$ cat config.mk
export PLATFORM = sky130hd
export DESIGN_NAME = mux_16bit_arbiter_flat
export DESIGN_NICKNAME = d
export VERILOG_FILES = /design/src/rtl/mux_16bit_arbiter_if.sv /design/src/rtl/mux_16bit_arbiter.sv /design/src/flat_wrapper.sv
export SDC_FILE = /design/constraint.sdc
export NUM_CORES = 1
export LEC_CHECK = 0
export BUFFER_PORTS_ARGS = -buffer_cell sky130_fd_sc_hd__buf_2
export CAP_MARGIN = 30
export CORE_AREA = 2 2 54 56
export CTS_CLUSTER_DIAMETER = 50
export DETAILED_ROUTE_END_ITERATION = 12
export DIE_AREA = 0 0 56 58
export PLACE_DENSITY_LB_ADDON = 0.1
export SLEW_MARGIN = 20
export SYNTH_ARGS = -nofsm -noshare
export SYNTH_HDL_FRONTEND = slang
export SYNTH_SLANG_ARGS = --single-unit
$ cat constraint.sdc
create_clock -name clk -period 1.8 [get_ports clk]
set_input_delay 0.09 -clock clk [delete_from_list [all_inputs] [get_ports clk]]
set_output_delay 0.09 -clock clk [all_outputs]
set_load 0.01 [all_outputs]
$ cat src/rtl/mux_16bit_arbiter_if.sv
// Handshake bundle for the two-requester mux arbiter.
// Master drives the requests and consumer ready; slave is the arbiter.
interface mux_16bit_arbiter_if #(
  parameter int WIDTH = 16
);
  logic [WIDTH-1:0] a_data;
  logic             a_valid;
  logic             a_ready;
  logic [WIDTH-1:0] b_data;
  logic             b_valid;
  logic             b_ready;
  logic [WIDTH-1:0] out_data;
  logic             out_valid;
  logic             out_ready;
  logic             out_sel;

  modport master (
    output a_data, a_valid,
    output b_data, b_valid,
    output out_ready,
    input  a_ready, b_ready,
    input  out_data, out_valid, out_sel
  );

  modport slave (
    input  a_data, a_valid,
    input  b_data, b_valid,
    input  out_ready,
    output a_ready, b_ready,
    output out_data, out_valid, out_sel
  );
endinterface

$ cat src/rtl/mux_16bit_arbiter.sv
// Round-robin two-requester arbiter with a registered 16-bit mux output.
// Define ARB_BURST_EN to allow up to MAX_BURST back-to-back grants.
module mux_16bit_arbiter #(
  parameter int WIDTH     = 16,
  parameter int MAX_BURST = 4
) (
  input logic clk,
  input logic rst_n,
  mux_16bit_arbiter_if.slave bus
);

  typedef enum logic [1:0] {
    IDLE,
    HOLD_A,
    HOLD_B
  } state_t;

  state_t           state;
  logic [WIDTH-1:0] data_q;
  logic             sel_q;
  logic             last_sel;
  logic             out_v;
  logic             can_load;
  logic             win_b;
  logic             accept;

  assign out_v    = (state != IDLE);
  assign can_load = !out_v | bus.out_ready;

`ifdef ARB_BURST_EN
  localparam int BW = $clog2(MAX_BURST + 1);
  localparam logic [BW-1:0] BMAX = BW'(MAX_BURST);

  logic [BW-1:0] burst_cnt;
  logic          keep;

  // A zero count means no grant history yet, so the other side wins.
  assign keep  = (burst_cnt != '0) && (burst_cnt < BMAX);
  assign win_b = bus.b_valid &
                 (!bus.a_valid | (keep ? last_sel : !last_sel));

  always_ff @(posedge clk or negedge rst_n) begin
    if (!rst_n) begin
      burst_cnt <= '0;
    end else if (accept) begin
      if (win_b == last_sel && burst_cnt != '0) begin
        if (burst_cnt != BMAX)
          burst_cnt <= burst_cnt + 1'b1;
      end else begin
        burst_cnt <= BW'(1);
      end
    end
  end
`else
  logic unused_max_burst;

  assign unused_max_burst = |MAX_BURST;
  assign win_b = bus.b_valid & (!bus.a_valid | !last_sel);
`endif

  assign bus.a_ready = rst_n & can_load & bus.a_valid & !win_b;
  assign bus.b_ready = rst_n & can_load & win_b;
  assign accept      = bus.a_ready | bus.b_ready;

  always_ff @(posedge clk or negedge rst_n) begin
    if (!rst_n) begin
      state    <= IDLE;
      data_q   <= '0;
      sel_q    <= 1'b0;
      last_sel <= 1'b1;
    end else if (accept) begin
      data_q   <= win_b ? bus.b_data : bus.a_data;
      sel_q    <= win_b;
      last_sel <= win_b;
      state    <= win_b ? HOLD_B : HOLD_A;
    end else if (bus.out_ready && out_v) begin
      state <= IDLE;
    end
  end

  assign bus.out_data  = data_q;
  assign bus.out_valid = out_v;
  assign bus.out_sel   = sel_q;

endmodule
$ cat src/flat_wrapper.sv
// flat-port wrapper written by rule: the top's interface ports become plain ports
module mux_16bit_arbiter_flat 
#(
  parameter int WIDTH     = 16,
  parameter int MAX_BURST = 4
)
  (clk, rst_n, bus_a_data, bus_a_valid, bus_b_data, bus_b_valid, bus_out_ready, bus_a_ready, bus_b_ready, bus_out_data, bus_out_valid, bus_out_sel);
  mux_16bit_arbiter_if #(.WIDTH(WIDTH)) bus_i ();
  input logic clk;
  input logic rst_n;
  input wire logic [$bits(bus_i.a_data)-1:0] bus_a_data;
  input wire logic [$bits(bus_i.a_valid)-1:0] bus_a_valid;
  input wire logic [$bits(bus_i.b_data)-1:0] bus_b_data;
  input wire logic [$bits(bus_i.b_valid)-1:0] bus_b_valid;
  input wire logic [$bits(bus_i.out_ready)-1:0] bus_out_ready;
  output wire logic [$bits(bus_i.a_ready)-1:0] bus_a_ready;
  output wire logic [$bits(bus_i.b_ready)-1:0] bus_b_ready;
  output wire logic [$bits(bus_i.out_data)-1:0] bus_out_data;
  output wire logic [$bits(bus_i.out_valid)-1:0] bus_out_valid;
  output wire logic [$bits(bus_i.out_sel)-1:0] bus_out_sel;
  assign bus_i.a_data = bus_a_data;
  assign bus_i.a_valid = bus_a_valid;
  assign bus_i.b_data = bus_b_data;
  assign bus_i.b_valid = bus_b_valid;
  assign bus_i.out_ready = bus_out_ready;
  assign bus_a_ready = bus_i.a_ready;
  assign bus_b_ready = bus_i.b_ready;
  assign bus_out_data = bus_i.out_data;
  assign bus_out_valid = bus_i.out_valid;
  assign bus_out_sel = bus_i.out_sel;
  mux_16bit_arbiter #(.WIDTH(WIDTH), .MAX_BURST(MAX_BURST)) u_core (.clk(clk), .rst_n(rst_n), .bus(bus_i));
endmodule
* After elaboration in Yosys (flattened, before gate mapping) *
Cells that the tools add are included.

word-level totals
  output and inout bits = 20
  bits in registers = 20
  input port bits = 37
  logic and storage cells = 23

cells by class
  bitwise gates (word level) = 8
  multiplexer cells = 4
  reduce and logical (&&, ||, !) cells = 7

operators by type and width
  operator            number
  16-bit 2-to-1 mux   1
  2-bit 2-to-1 mux    3
  1-bit bitwise AND   5
  1-bit logical NOT   4
  2-bit nonzero test  2
  1-bit bitwise OR    3
  1-bit logical AND   1

* Logic depth before layout (Yosys ltp) *
Gate-level depths: netlist of the first run.

  depth in word-level cells = 8
  mapped depth = 5
  gate-level depth less buffers = 3

* Least setup slack after synthesis of the first run *
Ideal clock, no wire load.

  path type = reg-to-reg
  from = register u_core.last_sel
  to = register u_core.data_q[13] (netlist: u_core.bus.out_data[13])
  period minus slack after synthesis = 1.321 ns
  cell stages (with the launch flop) = 6
  setup slack = 0.479 ns
  path buffers = 2
  arrival time = 1.193 ns
  cell sequence = dfstp_2 > nor2b_1 > buf_2 > buf_6 > o32ai_1 > a2bb2oi_2

between the ends
  cells in the longest elaborated chain, start to end = 6
  elaborated cells on any way between the ends = 8
  those cells by class = 1 x mux; 5 x bitwise; 2 x reduce/logical

ends and longest elaborated chain
  what                    RTL line                 RTL
  start, declared         mux_16bit_arbiter.sv:21  logic last_sel;
  start signal, assigned  mux_16bit_arbiter.sv:74  last_sel <= win_b;
  1-bit logical NOT *     mux_16bit_arbiter.sv:58  assign win_b = bus.b_valid & (!bus.a_valid | !last_sel);
  1-bit bitwise OR *      mux_16bit_arbiter.sv:58
  1-bit bitwise AND *     mux_16bit_arbiter.sv:58
  1-bit logical NOT       mux_16bit_arbiter.sv:61  assign bus.a_ready = rst_n & can_load & bus.a_valid & !win_b;
  1-bit bitwise AND       mux_16bit_arbiter.sv:61
  1-bit bitwise OR        mux_16bit_arbiter.sv:63  assign accept = bus.a_ready | bus.b_ready;
  end signal, assigned    mux_16bit_arbiter.sv:72  data_q <= win_b ? bus.b_data : bus.a_data;
  end, declared           mux_16bit_arbiter.sv:19  logic [WIDTH-1:0] data_q;

Every way passes the cells marked *; elsewhere a longest branch is shown, timed or not.
A chain may end at the register's enable or synchronous reset.

* Worst setup path in the final report of the first run *
  from = register u_core.last_sel
  to = output bus_a_ready

between the ends
  cells in the longest elaborated chain, start to end = 5

ends and longest elaborated chain
  what               RTL line                 RTL
  1-bit logical NOT  mux_16bit_arbiter.sv:58
  1-bit bitwise OR   mux_16bit_arbiter.sv:58
  1-bit bitwise AND  mux_16bit_arbiter.sv:58
  1-bit logical NOT  mux_16bit_arbiter.sv:61
  1-bit bitwise AND  mux_16bit_arbiter.sv:61
  end, declared      flat_wrapper.sv:16       output wire logic [$bits(bus_i.a_ready)-1:0] bus_a_ready;

No other way between the ends.

==> flow_metrics.env, run 1 <==
export IMPL_status="complete, no violations"
export IMPL_fin_area_mm2=0.00146
export IMPL_fp_coreArea_mm2=0.00266
export IMPL_numClockSinks=20
export IMPL_holdCritPathClass="input pin to flop"
export IMPL_initial_core_util_pct=41.9
export IMPL_synth_yosys_warnings=0
export IMPL_timing_final_setup_violations=0
export IMPL_fp_row_count=19
export IMPL_clock_insertion_delay_worst_skew_ps=300
export IMPL_synth_enable_flop_cells=0
export IMPL_cts_root_buffer="clkbuf_4"
export IMPL_io_buffers=56
export IMPL_first_global_vias=941
export IMPL_netlist_area_mm2=0.00112
export IMPL_critPathKind="flop to primary output"
export IMPL_number_of_buffers_created_by_cts=3
export IMPL_p_int_mw=0.978
export IMPL_drtIter0Drc=19
export IMPL_cts_max_level=1
export IMPL_cp_data_required_time_ps=1710
export IMPL_initial_antenna_violation_count=0
export IMPL_growth_of_design_area_from_synthesis_to_finish_pct=31.2
export IMPL_dieWidth_um=56
export IMPL_rsz_0062_raised_after_global_routing="false"
export IMPL_ys_async_sr_fraction_pct=100
export IMPL_area_taken_by_flip_flops_and_latches_um2=502
export IMPL_clock_power_share_pct=18.3
export IMPL_grt_ovfl_total=0
export IMPL_worst_setup_path_start_kind="flop"
export IMPL_worst_case_reg_to_reg_path_depth=4
export IMPL_drc=0
export IMPL_fin_crit_sh_pct=90.7
export IMPL_netlist_instances=80
export IMPL_synthesized_area_per_cell_um2=14.0
export IMPL_worst_path_max_fanout=13
export IMPL_comb_power_share_pct=38.5
export IMPL_p_sw_share_pct=32.4
export IMPL_clock_skew_final_ps=7.02
export IMPL_crit_slowest_cell="nor2b_2"
export IMPL_critical_path_arrival_ps=1540
export IMPL_total_switching_power_mw=0.469
export IMPL_rrSetupSlack_ps=370
export IMPL_dieHeight_um=58
export IMPL_grt_pass1_wl_um=4440
export IMPL_wl_per_cell_um=15.4
export IMPL_synth_seq_area_share_pct=45.0
export IMPL_ys_types=27
export IMPL_crit_end_category="primary output"
export IMPL_synth_common_cells="dfrtp_1 (19), a2bb2oi_2 (10), o32ai_1 (8), o32ai_2 (8), a2bb2oi_1 (6)"
export IMPL_placed_area_mm2=0.00141
export IMPL_crit_path_cell_trace="nor2b_2 -> nand2b_1 -> nor2_1 -> buf_2"
export IMPL_pwr_share_seq_pct=43.2
export IMPL_multiInputGateArea_um2=534
export IMPL_clk_transition_reported_paths_ps=110
export IMPL_drt_antenna_violating_nets=0
export IMPL_mappedNetlistNets=117
export IMPL_postSynth_topFlopCell="dfrtp_1"
export IMPL_max_freq_ghz=0.612
export IMPL_finalCriticalPeriod_ps=1630
export IMPL_synth_seq_cells=20
export IMPL_fin_total_pwr_mw=1.45
export IMPL_drt_pass1_iter_count=3
export IMPL_track_usage_pct=17.5
export IMPL_timing_hold_ws_ps=36.2
export IMPL_detail_route_vias_per_cell=5.42
export IMPL_pin_count=57
export IMPL_tritoncts_clock_tree="yes"
export IMPL_synthMostInstantiatedCell="dfrtp_1"
export IMPL_yosys_area_top_type_share_pct=42.6
export IMPL_dp_final_hpwl_um=1990
export IMPL_fill_cells=236
export IMPL_num_vias=927
export IMPL_p_per_area_mw_per_mm2=988
export IMPL_worst_vdd_drop_v=0.000692
export IMPL_floorplan_die_area_mm2=0.00325
export IMPL_fin_setup_tns_ps=0
export IMPL_holdPathStages=2
export IMPL_synth_area_leader_cell="dfrtp_1"
export IMPL_post_route_cells_drive_above_1_share_pct=64.3
export IMPL_final_util_pct=55.0
export IMPL_timing_final_max_slew_violations=0
export IMPL_finish_net_count=178
export IMPL_pin_count_of_the_biggest_net_entering_global_routing=17
export IMPL_total_leakage_power_nw=0.653
export IMPL_finalWirelength_um=2630
export IMPL_slew_limit_headroom_pct=61.9
export IMPL_worst_path_largest_cell_delay_ps=470
export IMPL_finalHoldViolations=0
export IMPL_tightest_slew_ps=569
export IMPL_n_antenna_cell=0
export IMPL_gp_congestion=0.810
export IMPL_ctsLongestPathBuffers=2
export IMPL_synth_top_cells_by_area="dfrtp_1 (43%), a2bb2oi_2 (13%), o32ai_2 (12%), o32ai_1 (6.3%), a2bb2oi_1 (4.7%)"
export IMPL_cap_viol_max_count=0
[layout by cell type, fill, tap and decap left out, types with 2 or more instances in the layout]
cell type   n
a2bb2oi_1   6
a2bb2oi_2  10
buf_2      55
buf_4       7
clkbuf_4    4
dfrtp_1    19
nand2_1     2
nor2_1      2
o22a_1      2
o32ai_1     8
o32ai_2     8
[power by group through the flow]
stage	sequential (mW)	clock (mW)	combinational [mW]
6_report	0.625	0.265	0.558
3_3_place_gp	0.630	0	0.556
3_5_place_dp	0.632	0	0.562
4_1_cts	0.625	0.278	0.564
2_1_floorplan	0.675	0	0.332
5_1_grt	0.639	0.301	0.607
[through the flow]
stage	std cells	setup WS (ps)
final	171	167
after global routing	171	16.5
after CTS	171	75.9
after detailed placement	166	75.0
after global placement	166	111
after floorplan	80	479
[final timing paths]
| kind | endpoint | start |
|---|---|---|
| worst max-delay path | bus_a_ready | u_core.last_sel |
| worst min-delay path | u_core.state[0] | bus_b_valid |
| worst max register to register | u_core.bus.out_data[10] | u_core.last_sel |
| worst min register to register | u_core.bus.out_sel | u_core.bus.out_sel |
| max in group asynchronous | u_core.last_sel | rst_n |
| min in group asynchronous | u_core.bus.out_data[13] | rst_n |
[sequential cells by signal (all words and copies together), names as in the netlist]
register and count:
u_core.last_sel 1, u_core.bus.out_data 16, u_core.state 2, u_core.bus.out_sel 1
[routing by layer]
metal	track usage, %	up-vias	share of wire (%)
met2	27.9	35	46
li1	-	452	-
met4	5.10	0	0.49
met1	24.0	438	47
met3	4.02	2	7.3
met5	0	-	0
[kinds of logic (layout without fill, tap and decap cells)]
group                  count (synthesis)  count (layout)  synth area share (%)
AOI/OAI and AO/OA                     41              41                  43.3
buffers and inverters                 10              70                  7.40
DFF                                   20              20                  45.0
and+or+nand+nor                        9               9                  4.37
[worst max-delay path, delay by kind of cell, from the launching register on]
| family | cells | cell delay, ps |
|---|---|---|
| AND/OR/NAND/NOR | 3 | 710 |
| buffers and inverters | 1 | 140 |
| flip-flops | 1 | 400 |
[repair_timing]
action / CTS / global route
pin swaps: 0 / 0
hold endpoints to repair: 15 / 0
setup buffers: 0 / 0
endpoints found under the setup margin: 1 / 2
hold buffers: 1 / 0
gates resized for setup: 1 / 1
[area by class of cell]
| cell class | instances | share of cell area, % |
|---|---|---|
| multi-input cells | 50 | 36.5 |
| flip-flops and latches | 20 | 34.3 |
| repair buffers | 64 | 23.6 |
| well taps | 31 | 2.65 |
| clock buffers | 4 | 2.48 |
| inverters | 2 | 0.513 |
Power figures use the tool's default switching activity.
==> run 2, diff against run 1 <==
==> constraint.sdc (replaced) <==
create_clock -name clk -period 1.8 [get_ports clk]
set_input_delay 0.36 -clock clk [delete_from_list [all_inputs] [get_ports clk]]
set_output_delay 0.36 -clock clk [all_outputs]
set_load 0.01 [all_outputs]
==> run 2 against run 1 <==
Non-clock buffer count is 1 lower. Combinational power increased by 2%. Clock power rose by 37%. Via count increased by 1.1%. Utilization up 0.66 points. Worst hold slack better by 30 ps. Cell count down 0.58%. Wire length grew 5.7%. Power increased by 8.1%. Clock skew rose by 5.4 ps. Clock-buffer cell count decreased by 1. Critical endpoint unchanged. Largest cell class unchanged.
==> flow_metrics.env, run 2 (synthesis gave the netlist of run 1 again) <==
export IMPL_detailroute_wirelength_met3_um=233
export IMPL_p_int_mw=1.08
export IMPL_final_util_pct=55.6
export IMPL_grt_pass1_wl_um=4410
export IMPL_ctsLongestPathBuffers=2
export IMPL_p_per_area_mw_per_mm2=1060
export IMPL_drt_antenna_violating_nets=0
export IMPL_cp_data_required_time_ps=1440
export IMPL_wl_met1_um=1220
export IMPL_comb_power_share_pct=36.3
export IMPL_dp_slack_ps=-5.75
export IMPL_initial_core_util_pct=41.9
export IMPL_fp_coreArea_mm2=0.00266
export IMPL_worst_setup_path_start_kind="flop"
export IMPL_dr_wl_met2_um=1310
export IMPL_drc=0
export IMPL_clock_skew_final_ps=12.4
export IMPL_dp_final_hpwl_um=2040
export IMPL_track_usage_pct=17.3
export IMPL_finalCriticalPeriod_ps=1720
export IMPL_status="complete, no violations"
export IMPL_clock_insertion_delay_worst_skew_ps=300
export IMPL_drt_pass1_iter_count=4
export IMPL_total_switching_power_mw=0.480
export IMPL_max_freq_ghz=0.582
export IMPL_tightest_slew_ps=853
export IMPL_mostFrequentLayoutCells="buf_2 (56), dfrtp_1 (19), a2bb2oi_2 (10)"
export IMPL_timing_final_setup_violations=0
export IMPL_num_vias=937
export IMPL_most_common_cell_after_layout_fill_and_taps_aside="buf_2"
export IMPL_fill_cells=248
export IMPL_total_leakage_power_nw=0.658
export IMPL_timing_final_max_slew_violations=0
export IMPL_postLayoutSetupSlackWorst_ps=82.8
export IMPL_grt_ovfl_total=0
export IMPL_first_global_vias=1000
export IMPL_fin_total_pwr_mw=1.56
export IMPL_dieWidth_um=56
export IMPL_io_buffers=56
export IMPL_post_route_cells_drive_above_1_share_pct=65.5
export IMPL_holdCritPathClass="input pin to asynchronous set/reset pin"
export IMPL_initial_antenna_violation_count=0
export IMPL_fin_crit_sh_pct=95.4
export IMPL_crit_end_category="primary output"
export IMPL_worst_path_max_fanout=10
export IMPL_cts_root_buffer="clkbuf_4"
export IMPL_top_sig_layer="met4"
export IMPL_n_antenna_cell=0
export IMPL_gp_congestion=0.843
export IMPL_cap_viol_max_count=0
export IMPL_pin_count=57
export IMPL_finalHoldViolations=0
export IMPL_largest_register_ff_count=16
export IMPL_finish_net_count=177
export IMPL_pin_count_of_the_biggest_net_entering_global_routing=18
export IMPL_wl_per_cell_um=16.3
export IMPL_tritoncts_clock_tree="yes"
export IMPL_fp_row_count=19
export IMPL_floorplan_die_area_mm2=0.00325
export IMPL_slew_limit_headroom_pct=43.1
export IMPL_growth_of_design_area_from_synthesis_to_finish_pct=32.7
export IMPL_number_of_buffers_created_by_cts=3
export IMPL_dieHeight_um=58
export IMPL_pwr_share_seq_pct=40.4
export IMPL_worst_vdd_drop_v=0.000555
export IMPL_drtIter0Drc=16
export IMPL_critical_path_arrival_ps=1360
export IMPL_clock_power_share_pct=23.3
export IMPL_finalWirelength_um=2780
export IMPL_numClockSinks=20
export IMPL_detail_route_vias_per_cell=5.51
export IMPL_critPathKind="flop to primary output"
export IMPL_p_sw_share_pct=30.7
export IMPL_cts_max_level=1
export IMPL_clk_transition_reported_paths_ps=120
==> run 2: repair_timing <==
item                                    in CTS  in global routing
resized for setup                            2                  2
pin swaps                                    0                  0
endpoints found under the setup margin       1                  9
setup buffers                                0                  1
endpoints found under the hold margin        7                  0
hold buffers                                 1                  0
==> run 2: path summary, 6_finish.rpt <==
path | start | end | slack (ps) | cells after the start
min in group clk | bus_b_valid | u_core.state[0] | 290 | 2
max | u_core.last_sel | bus_a_ready | 80 | 4
max reg2reg | u_core.state[1] | u_core.state[0] | 100 | 3
min | rst_n | u_core.last_sel | 70 | 1
max in group asynchronous | rst_n | u_core.bus.out_data[15] | 940 | 2
min reg2reg | u_core.bus.out_sel | u_core.bus.out_sel | 510 | 1
==> run 2: area by class of cell <==
cell class              count  area [um^2]  share of cell area (%)
clock buffers               3         22.5                    1.52
clock inverters             1         30.0                    2.03
inverters                   2         7.51                   0.507
multi-input cells          50          546                    36.8
flip-flops and latches     20          502                    33.9
well taps                  31         38.8                    2.62
repair buffers             63          335                    22.6
==> run 2: per-stage QoR <==
step | area, um^2 | instances | hold slack (ps) | setup TNS (ps)
3_5_place_dp | 1400 | 164 | 248 | -5.75
2_1_floorplan | 1120 | 80 | 64.4 | 0
5_1_grt | 1480 | 170 | 57.2 | -38.4
3_3_place_gp | 1400 | 164 | 250 | -22.0
6_report | 1480 | 170 | 66.0 | 0
4_1_cts | 1470 | 169 | 43.9 | 0
==> run 2: power by group through the flow <==
stage / clock network (mW) / registers (mW) / logic, mW
CTS: 0.378 / 0.630 / 0.564
finish: 0.364 / 0.632 / 0.569
detailed placement: 0 / 0.634 / 0.559
floorplan: 0 / 0.675 / 0.332
global route: 0.393 / 0.644 / 0.614
global placement: 0 / 0.632 / 0.551
==> run 2: routing by layer <==
metal | vias up | global-route usage [%]
met5 | - | 0
met4 | 0 | 5.10
met3 | 2 | 3.35
met2 | 43 | 29.6
met1 | 443 | 22.6
li1 | 449 | -
==> run 2: critical path, cell delays in order, from the launching register on <==
cell and delay [ps]:
dfstp_2 600, nor2b_4 80, nand2b_1 160, nor2_1 80
buf_2 130
==> run 3, diff against run 2 <==
- ABC_AREA: default -> 1
- CORE_AREA: 2 2 54 56 -> 2 2 52 54
- DIE_AREA: 0 0 56 58 -> 0 0 54 56
==> run 3 against run 2 <==
Sequential cell count is the same. Sequential share of layout area up 2.1 points. Via count rose by 11%. Register-to-register slack better by 210 ps. Global-route usage fell by 1.2 points. Die area is 6.9% lower. Sequential power is 11% higher.
==> flow_metrics.env, run 3 <==
export IMPL_synthMostInstantiatedCell="nand2_1"
export IMPL_timing_hold_ws_ps=16.3
export IMPL_num_vias=1037
export IMPL_grt_pass1_wl_um=3780
export IMPL_netlist_instances=145
export IMPL_worst_vdd_drop_v=0.000673
export IMPL_drtIter0Drc=9
export IMPL_finish_net_count=245
export IMPL_worst_setup_path_start_kind="flop"
export IMPL_synth_yosys_warnings=0
export IMPL_dieWidth_um=54
export IMPL_holdCritPathClass="input pin to asynchronous set/reset pin"
export IMPL_drc=0
export IMPL_worst_path_largest_cell_delay_ps=550
export IMPL_clock_skew_final_ps=7.81
export IMPL_synth_area_leader_cell="dfrtp_1"
export IMPL_number_of_buffers_created_by_cts=3
export IMPL_drt_pass1_iter_count=4
export IMPL_fp_row_count=18
export IMPL_crit_path_cell_trace="nand2_2 -> nand2_4 -> inv_6 -> nor2_2 -> nand2_1 -> inv_1 -> buf_2"
export IMPL_ys_async_sr_fraction_pct=100
export IMPL_fin_setup_tns_ps=0
export IMPL_timing_final_max_slew_violations=0
export IMPL_clk_transition_reported_paths_ps=110
export IMPL_synthesized_area_per_cell_um2=7.01
export IMPL_synth_enable_flop_cells=0
export IMPL_crit_slowest_cell="dfstp_2"
export IMPL_postSynth_topFlopCell="dfrtp_1"
export IMPL_grt_met3_usage_pct=2.69
export IMPL_pin_count=57
export IMPL_critPathKind="flop to primary output"
export IMPL_cts_max_level=1
export IMPL_first_global_vias=943
export IMPL_dp_final_hpwl_um=1850
export IMPL_initial_antenna_violation_count=0
export IMPL_growth_of_design_area_from_synthesis_to_finish_pct=37.3
export IMPL_initial_core_util_pct=41.8
export IMPL_max_freq_ghz=0.578
export IMPL_floorplan_die_area_mm2=0.00302
export IMPL_tightest_slew_ps=362
export IMPL_gp_congestion=0.703
export IMPL_rsz_0062_raised_after_global_routing="true"
export IMPL_grtUsageMet2_pct=26.3
export IMPL_p_per_area_mw_per_mm2=1140
export IMPL_ys_types=11
export IMPL_largest_register_ff_count=16
export IMPL_timing_final_setup_violations=0
export IMPL_critical_path_arrival_ps=1370
export IMPL_crit_end_category="primary output"
export IMPL_most_common_cell_after_layout_fill_and_taps_aside="nand2_1"
export IMPL_cts_root_buffer="clkbuf_4"
export IMPL_finalCriticalPeriod_ps=1730
export IMPL_finalWirelength_um=2380
export IMPL_synth_seq_cells=20
export IMPL_yosys_area_top_type_share_pct=46.8
export IMPL_hold_buffers=0
export IMPL_total_leakage_power_nw=0.904
export IMPL_grt_ovfl_total=0
export IMPL_dieHeight_um=56
export IMPL_mostFrequentLayoutCells="nand2_1 (105), buf_2 (56), dfrtp_1 (19)"
export IMPL_finalHoldViolations=0
export IMPL_synth_top_cells_by_area="dfrtp_1 (47%), nand2_1 (39%), dfstp_2 (2.6%), buf_6 (2.2%), inv_1 (1.8%)"
export IMPL_detail_route_vias_per_cell=4.38
export IMPL_netlist_area_mm2=0.00102
export IMPL_n_antenna_cell=0
export IMPL_pin_count_of_the_biggest_net_entering_global_routing=21
export IMPL_fp_coreArea_mm2=0.00243
export IMPL_track_usage_pct=16.2
export IMPL_worst_case_reg_to_reg_path_depth=7
export IMPL_placed_cells_incl_taps=231
export IMPL_drt_antenna_violating_nets=0
export IMPL_io_buffers=56
export IMPL_grt_met1_usage_pct=21.8
export IMPL_numClockSinks=20
export IMPL_wl_per_cell_um=10.0
export IMPL_worst_path_max_fanout=12
export IMPL_status="complete, no violations"
export IMPL_clock_insertion_delay_worst_skew_ps=290
export IMPL_slew_limit_headroom_pct=75.8
export IMPL_cap_viol_max_count=0
export IMPL_layoutNonFillerInstCount=237
export IMPL_top_usage_layer="met2"
export IMPL_synth_common_cells="nand2_1 (106), dfrtp_1 (19), inv_1 (5)"
export IMPL_fin_crit_sh_pct=96.1
export IMPL_post_route_cells_drive_above_1_share_pct=36.2
export IMPL_cp_data_required_time_ps=1440
export IMPL_ctsLongestPathBuffers=2
export IMPL_tritoncts_clock_tree="yes"
export IMPL_mappedNetlistNets=182
export IMPL_synth_seq_area_share_pct=49.4
## run 3: cell type report
type	instances	area, um^2
Timing Repair Buffer	62	325
Sequential cell	20	502
Fill cell	253	1040
Inverter	7	33.8
Clock buffer	4	36.3
Tap cell	30	37.5
Multi-Input combinational cell	114	460
## run 3: kinds of logic (layout without fill, tap and decap cells)
group	after synthesis	in the layout	synth area share [%]
buf+inv	11	73	6.28
simple gates	113	113	42.7
flops	20	20	49.4
compound gates	1	1	1.60
## run 3: worst paths after layout
path	start	endpoint	slack (ps)
worst max-delay path	u_core.last_sel	bus_a_ready	70
worst min-delay path	rst_n	u_core.bus.out_data[7]	20
worst max register to register	u_core.last_sel	u_core.bus.out_data[0]	310
worst min register to register	u_core.last_sel	u_core.last_sel	470
max in group asynchronous	rst_n	u_core.last_sel	1510
min in group clk	bus_b_data[10]	u_core.bus.out_data[10]	340
## run 3: worst max-delay path: cells and delay by family (launching register included)
| family | cells | cell delay [ps] |
|---|---|---|
| flops | 1 | 550 |
| simple gates | 4 | 300 |
| buf+inv | 3 | 230 |
## run 3: what timing repair did
action                                  CTS  global route
pin swaps                                 0             2
hold endpoints to repair                  0             0
setup buffers                             0             2
endpoints found under the setup margin    2             2
resized for setup                         1             4
## run 3: per-layer routing
| layer | up-vias | wire, um |
|---|---|---|
| met1 | 450 | 1050 |
| li1 | 553 | - |
| met5 | - | 0 |
| met2 | 34 | 1160 |
| met3 | 0 | 173 |
| met4 | 0 | 0 |
## run 3: metrics by stage
step | setup WS (ps) | area [um^2] | utilization, % | total power [mW]
finish | 69.8 | 1400 | 57.4 | 1.59
global route | -8.78 | 1400 | 57.4 | 1.73
CTS | 3.82 | 1370 | 56.3 | 1.60
detailed placement | 287 | 1330 | 54.7 | 1.34
global placement | 326 | 1330 | 54.7 | 1.32
floorplan | 346 | 1020 | - | 1.07
## run 3: where the power goes
part           total (mW)  switching, mW  internal (mW)
Combinational       0.637          0.370          0.267
Clock               0.253          0.130          0.123
Sequential          0.702         0.0881          0.613
Total                1.59          0.588           1.00
